**config.mk**
```make
export PLATFORM = sky130hd
export DESIGN_NAME = stream_demultiplexor
export DESIGN_NICKNAME = d
export VERILOG_FILES = /design/src/rtl/stream_demultiplexor.sv
export SDC_FILE = /design/constraint.sdc
export NUM_CORES = 1
export LEC_CHECK = 0
export CORE_UTILIZATION = 30
export DETAILED_ROUTE_END_ITERATION = 7
export PLACE_DENSITY = 0.62
export SKIP_LAST_GASP = 1
export SYNTH_ARGS = -nofsm -noshare
export SYNTH_HDL_FRONTEND = slang
export SYNTH_SLANG_ARGS = --single-unit
```
**constraint.sdc**
```tcl
create_clock -name clk -period 1.7 [get_ports clk]
set_input_delay 0.34 -clock clk [delete_from_list [all_inputs] [get_ports clk]]
set_output_delay 0.34 -clock clk [all_outputs]
set_load 0.005 [all_outputs]
```
**src/rtl/stream_demultiplexor.sv**
```systemverilog
// -----------------------------------------------------------------------------
// stream_demultiplexor
// Packet-aware valid/ready demultiplexor: routes one input stream to one of
// CH_NUM output channels. The destination is taken from in_addr on the first
// beat of a packet and held until its last beat. Beats pass through a single
// output register. Packets addressed beyond CH_NUM-1 are consumed and dropped,
// with a one-cycle err pulse.
//
// Ports:
//   clk        system clock, rising edge
//   rst        synchronous active-high reset
//   in_data    input beat data
//   in_last    final beat of packet
//   in_addr    destination channel, meaningful on first beat only
//   in_valid   input beat valid
//   in_ready   input beat accepted when in_valid && in_ready (combinational)
//   out_data   per-channel data, every channel carries the register value
//   out_last   per-channel last, every channel carries the register value
//   out_valid  per-channel valid, at most one bit set
//   out_ready  per-channel ready, only the selected channel is observed
//   err        one-cycle pulse after the first beat of a dropped packet
//   busy       packet in progress or output register occupied
// -----------------------------------------------------------------------------
module stream_demultiplexor #(
  parameter int unsigned DWIDTH = 2,
  parameter int unsigned CH_NUM = 3
) (
  input  logic                             clk,
  input  logic                             rst,
  input  logic [DWIDTH-1:0]                in_data,
  input  logic                             in_last,
  input  logic [$clog2(CH_NUM)-1:0]        in_addr,
  input  logic                             in_valid,
  output logic                             in_ready,
  output logic [CH_NUM-1:0][DWIDTH-1:0]    out_data,
  output logic [CH_NUM-1:0]                out_last,
  output logic [CH_NUM-1:0]                out_valid,
  input  logic [CH_NUM-1:0]                out_ready,
  output logic                             err,
  output logic                             busy
);

  localparam int unsigned AW = $clog2(CH_NUM);
  // One extra bit so the range check also works when CH_NUM is a power of two.
  localparam logic [AW:0] CH_LIM = (AW+1)'(CH_NUM);

  typedef enum logic [1:0] {
    S_IDLE = 2'd0,
    S_PASS = 2'd1,
    S_DROP = 2'd2
  } state_t;

  state_t            state;
  state_t            state_nxt;

  logic              reg_valid;
  logic [DWIDTH-1:0] reg_data;
  logic              reg_last;
  logic [AW-1:0]     sel;

  logic              addr_ok;
  logic              sel_ready;
  logic              can_load;
  logic              accept;
  logic              load;
  logic              load_sel;
  logic              drop_first;

  assign addr_ok  = ({1'b0, in_addr} < CH_LIM);
  assign can_load = !reg_valid || sel_ready;
  assign accept   = in_valid && in_ready;

  // Ready of the currently selected channel; other channels are ignored.
  always_comb begin
    sel_ready = 1'b0;
    for (int unsigned i = 0; i < CH_NUM; i++) begin
      if (sel == AW'(i)) sel_ready = out_ready[i];
    end
  end

  // State register.
  always_ff @(posedge clk) begin
    if (rst) state <= S_IDLE;
    else     state <= state_nxt;
  end

  // Next-state logic.
  always_comb begin
    state_nxt = state;
    case (state)
      S_IDLE: begin
        if (accept && !in_last) state_nxt = addr_ok ? S_PASS : S_DROP;
      end
      S_PASS, S_DROP: begin
        if (accept && in_last) state_nxt = S_IDLE;
      end
      default: state_nxt = S_IDLE;
    endcase
  end

  // Control outputs. A new first beat waits for can_load, so the previous
  // packet's last beat drains on the old sel before sel changes.
  always_comb begin
    in_ready   = 1'b0;
    load       = 1'b0;
    load_sel   = 1'b0;
    drop_first = 1'b0;
    if (!rst) begin
      case (state)
        S_IDLE: begin
          if (addr_ok) begin
            in_ready = can_load;
            load     = in_valid && can_load;
            load_sel = in_valid && can_load;
          end else begin
            in_ready   = 1'b1;
            drop_first = in_valid;
          end
        end
        S_PASS: begin
          in_ready = can_load;
          load     = in_valid && can_load;
        end
        S_DROP: begin
          in_ready = 1'b1;
        end
        default: begin
          in_ready = 1'b0;
        end
      endcase
    end
  end

  // Output register; a load in the same cycle as a drain keeps reg_valid high.
  always_ff @(posedge clk) begin
    if (rst) begin
      reg_valid <= 1'b0;
      reg_data  <= '0;
      reg_last  <= 1'b0;
      sel       <= '0;
      err       <= 1'b0;
    end else begin
      err <= drop_first;
      if (load) begin
        reg_valid <= 1'b1;
        reg_data  <= in_data;
        reg_last  <= in_last;
      end else if (reg_valid && sel_ready) begin
        reg_valid <= 1'b0;
      end
      if (load_sel) sel <= in_addr;
    end
  end

  // Channel fan-out of the single register.
  always_comb begin
    out_valid = '0;
    out_data  = '0;
    out_last  = '0;
    for (int unsigned i = 0; i < CH_NUM; i++) begin
      out_valid[i] = reg_valid && (sel == AW'(i));
      out_data[i]  = reg_data;
      out_last[i]  = reg_last;
    end
  end

  assign busy = (state != S_IDLE) || reg_valid;

endmodule

```
======== Yosys cells after proc, flatten, opt, wreduce, memory -nomap -nowiden ========
Index checks and enable logic that the tools add are counted.
word-level totals
  output and inout bits ................... 15
  bits in registers ....................... 9
  logic and storage cells ................. 50
  input port bits ......................... 11
cells by class
  equality and inequality tests ........... 6
  bitwise operators ....................... 1
  $lt $le $gt $ge ......................... 1
  muxes and demuxes ....................... 17
  reduce and logical (&&, ||, !) cells .... 19
operators by type and width
  kind                                                              count
  1-bit two-way mux                                                 11
  1-bit logical AND                                                 8
  2-bit two-way mux                                                 3
  2-bit by 1-bit == test with 1-bit output (second input constant)  2
  2-bit == test (second input constant)                             2
  2-bit logical NOT                                                 2
  2-bit != test (second input constant)                             2
  2-bit case mux with 2 select lines                                1
  2-bit nonzero test                                                2
  1-bit case mux with 3 select lines                                1
  3-bit OR reduction                                                1
  1-bit logical NOT                                                 2
  1-bit logical OR                                                  2
  2-bit < comparator (second input constant)                        1
  1-bit case mux with 2 select lines                                1
  2-bit AND reduction                                               1
  2-bit OR reduction                                                1
  1-bit NOT                                                         1

======== Depth between registers and ports, before layout ========
  depth after elaboration ................. 12
  gate-level depth with buffers ........... 6

======== Least setup slack after synthesis ========
Ideal clock, no wire load.
  kind .................................... flip-flop to output port
  start point ............................. register state[0]
  end point ............................... output in_ready
  cell stages (with the launch flop) ...... 7
  slack ................................... 0.013 ns
  arrival ................................. 1.347 ns
  buffers on the path ..................... 0
  path through ............................ dfxtp_1 inv_1 ha_1 nor2_1 a221oi_2 or3_1 nor3b_2
between the ends
  word-level cells in the longest chain between the ends .. 3
  elaborated cells between the ends (all ways) .. 5
ends and longest elaborated chain
  what                                         RTL line  RTL
  start: declaration                           53        state_t state;
  start signal: assignment                     84        else state <= state_nxt;
  2-bit == test, or another cell as far along  109       case (state)
  1-bit case mux with 3 select lines *         109
  1-bit two-way mux *                          108       if (!rst) begin
  end: declaration                             34        output logic in_ready,
Mark *: on every way between the ends. The rest lies on a longest branch, timed or not.

======== Worst setup path after layout ========
  start point ............................. register sel[1]
  end point ............................... output in_ready
between the ends
  word-level cells in the longest chain between the ends .. 8
  elaborated cells between the ends (all ways) .. 10
ends and longest elaborated chain
  what                                  RTL line  RTL
  start: declaration                    59        logic [AW-1:0] sel;
  start signal: assignment              151       if (load_sel) sel <= in_addr;
  2-bit logical NOT                     77        if (sel == AW'(i)) sel_ready = out_ready[i];
  1-bit two-way mux (2 in series)       77
  1-bit two-way mux *                   77
  1-bit logical OR *                    70        assign can_load = !reg_valid || sel_ready;
  1-bit two-way mux                     111       if (addr_ok) begin
  1-bit case mux with 3 select lines *  109
  1-bit two-way mux *                   108
Marks and branches as above.

==> impl_results.md <==
* Status: finished, violations left
* Failing checks: negative setup slack
* GR Overflow Total at 0
* DRC viols at 0
* Setup crit start kind: register
* Final instance area at 1120 µm²
* Top cell type's share of synthesized area at between 20% and 30%
* ANT nets after route at 0
* Die Span X at 47.9 µm
* Clock slew at reported path FFs at 0.06 ns
* Sink Count at 9
* Number of vias in the routed layout at a little under 700
* Net Count, Synth at 87
* Ports at 26
* Fin crit period at about 2.0 ns
* Crit-path max FO at 5
* Initial drt markers at 5
* Final Skew at about 0.0035 ns
* Peak Freq at 501 MHz
* Drt total wl at 1.73 mm
* Gate power share at 40.8%
* HP Class: reg -> reg
* Max clock buf depth at 2
* Synth Instances at roughly 70
* Placed insts at ~140
* Leading area contributor after synthesis: dfxtp_1
* PnR worst setup slack at -0.295 ns
* Placed Instance Area at roughly 1000 µm²
* Period utilisation layout at 117%
* Arr. time, crit path at 1.66 ns
* DP Worst Slack at -0.697 ns
* Ys Warns at 0
* Slowest CP cell: dfxtp_4
* Sw power at 0.195 mW
* Clock latency on the worst-skew pair at 0.26 ns
* Share of cells above drive strength 1 at 40.2%
* Layout Cells excl Fill at between 100 and 150
* Top delay family on crit path: simple AND/OR/NAND/NOR gates
* Area contributors post-synth: dfxtp_1, buf_4, ha_1
* Crit path capture type: output port
* Number of vias per cell at 4.79
* Vias in the first global route at 579
* CP Cell Sequence: mux2i_4 -> a221oi_2 -> or3_4 -> nor3b_2 -> buf_2
* PwrDens at a little over 600 nW/µm²
* I/O Buffers at 25
* GP Congestion at 0.732
* Die area at 2300 µm²
* Pins Over Slew Limit at 0
* Fillers at roughly 190
* Worst-Margin Slew at about 0.34 ns
* RSZ-0062 raised after global routing: yes
* Hold_ws at roughly 0.51 ns
* Final Hold Vio Count at 0
* Post-synth EDFFs at 0
* Rel. slew slack at 77.0%
* Synthesis-to-finish area growth at 76.9%
* Clk pwr share at 24.1%
* Buffers and inverters on the worst path at 1
* Final Setup Violations at 1
* Sequential area share after synthesis at between 20% and 30%
* Leakage at 0.491 nW
* Avg Inst Size Synth at 8.79 µm²
* Synthesized flop and latch total at 9
* Largest net degree at the start of global routing at 10
* First-pass GRT wire length at 2.42 mm
* Dpl hpwl at 1.26 mm
* Syn Std Cell Area at 633 µm²
* Net Sw Frac at 28.4%
* P_int at 0.491 mW
* CTS buffer count at 3
* Final net count at ~130
* CTS tree: built
* Type of the worst setup path: reg -> out
* Clock root buffer: clkbuf_4
* WL per Instance at between 10 and 15 µm
* # Max-Cap Violations at 0
* Diodes inserted at 0
* Num rows at 16
* Ys flop type: dfxtp_1
* CP required at 1.36 ns
* CP peak stage delay at 0.38 ns
* H-tree depth at 1
* Count of different cell masters after synthesis at 32
* Overall Global Routing Usage at 15.2%
* Async SR Flop Fraction at 0%
* Initial DRT Pass Iterations at 4
* Die span in y at 47.9 µm
* Initial antenna violation count at 0
* Initial Util at 31.9%
* Core Region at 1980 µm²
* Reg power frac at 35.0%
* Worst vdd ir at just under 0.0004 V
cells in the final DEF, fill, tap and decap left out, types with 2 or more instances in the layout:
cell / Yosys / layout
inv_2: 0 / 2
dfxtp_2: 0 / 4
nor2_1: 3 / 2
a21oi_1: 6 / 6
o21bai_1: 2 / 2
nand4_1: 2 / 2
ha_1: 4 / 2
nand2b_1: 3 / 3
and2b_1: 2 / 2
o21ai_0: 6 / 6
dfxtp_1: 9 / 4
clkbuf_4: 0 / 3
nand3_1: 4 / 4
and2_1: 2 / 2
clkdlybuf4s50_1: 0 / 17
dlygate4sd2_1: 0 / 6
buf_4: 7 / 24
power groups by stage:
stage / clock, mW / sequential, mW / combinational [mW]
final: 0.166 / 0.240 / 0.280
after floorplan: 0 / 0.241 / 0.111
after CTS: 0.176 / 0.239 / 0.270
after global placement: 0 / 0.241 / 0.241
after detailed placement: 0 / 0.241 / 0.244
after global routing: 0.186 / 0.243 / 0.305
Yosys cell counts (2+ instances only):
cell / number
dfxtp_1: 9
buf_4: 7
a21oi_1: 6
o21ai_0: 6
ha_1: 4
nand3_1: 4
nand2b_1: 3
nor2_1: 3
and2_1: 2
and2b_1: 2
inv_1: 2
nand4_1: 2
o21bai_1: 2
or3_1: 2
final cells by class:
type / instances / area, µm² / area share (%)
Multi-Input combinational cell: 53 / 443 / 39.6
Inverter: 2 / 7.51 / 0.670
Timing Repair Buffer: 49 / 420 / 37.5
Clock buffer: 4 / 26.3 / 2.35
Tap cell: 27 / 33.8 / 3.02
Sequential cell: 9 / 189 / 16.9
per-stage QoR:
| stage | power [mW] | TNS, ns | utilization (%) |
|---|---|---|---|
| floorplan | 0.352 | 0 | - |
| global placement | 0.482 | -1.08 | 50.9 |
| detailed placement | 0.485 | -0.998 | 50.9 |
| CTS | 0.685 | -0.287 | 55.3 |
| global route | 0.733 | -0.372 | 56.5 |
| finish | 0.686 | -0.295 | 56.5 |
final timing paths:
check / cells past startpoint / slack (ns) / from / to
min reg2reg: 2 / 0.51 / reg_data[0]$_SDFFE_PP0P_ / reg_data[0]$_SDFFE_PP0P_
max: 5 / -0.30 / sel[1]$_SDFFE_PP0P_ / in_ready
min: 2 / 0.51 / reg_data[0]$_SDFFE_PP0P_ / reg_data[0]$_SDFFE_PP0P_
max reg2reg: 7 / 0.06 / state[0]$_SDFFE_PP0P_ / state[1]$_SDFFE_PP0P_
metal layers:
metal | GRT usage (%) | wire length, µm | vias up
met2 | 25.1 | 871 | 18
li1 | - | - | 351
met3 | 4.91 | 83 | 2
met4 | 3.33 | 8 | 0
met1 | 19.3 | 765 | 319
met5 | 0 | 0 | -
worst reg2reg max path: stages, from the launching register on:
cell and delay, ns:
dfxtp_2 0.33, buf_4 0.13, ha_1 0.21, buf_4 0.15
nor4bb_1 0.24, or3_1 0.16, o41ai_2 0.07, a22o_1 0.24
sequential cells by signal, summed over array words and instances, names as in the netlist:
signal,count
reg_last,1
sel,2
reg_data,2
state,2
reg_valid,1
err,1
cell families (layout without fill, tap and decap cells):
family,Yosys count,count (layout),synth area share (%)
compound gates,22,22,25.3
simple gates,26,26,25.9
flops,9,9,28.5
mux,1,1,2.17
buf+inv,10,55,10.3
fa+ha+maj,4,4,7.91
timing repair:
action,CTS,global route
setup buffers,4,0
gates cloned,0,0
setup endpoints to repair,5,3
pin swaps,3,3
hold buffers,0,0
gates resized for setup,25,5
Power figures use the tool's default switching activity.
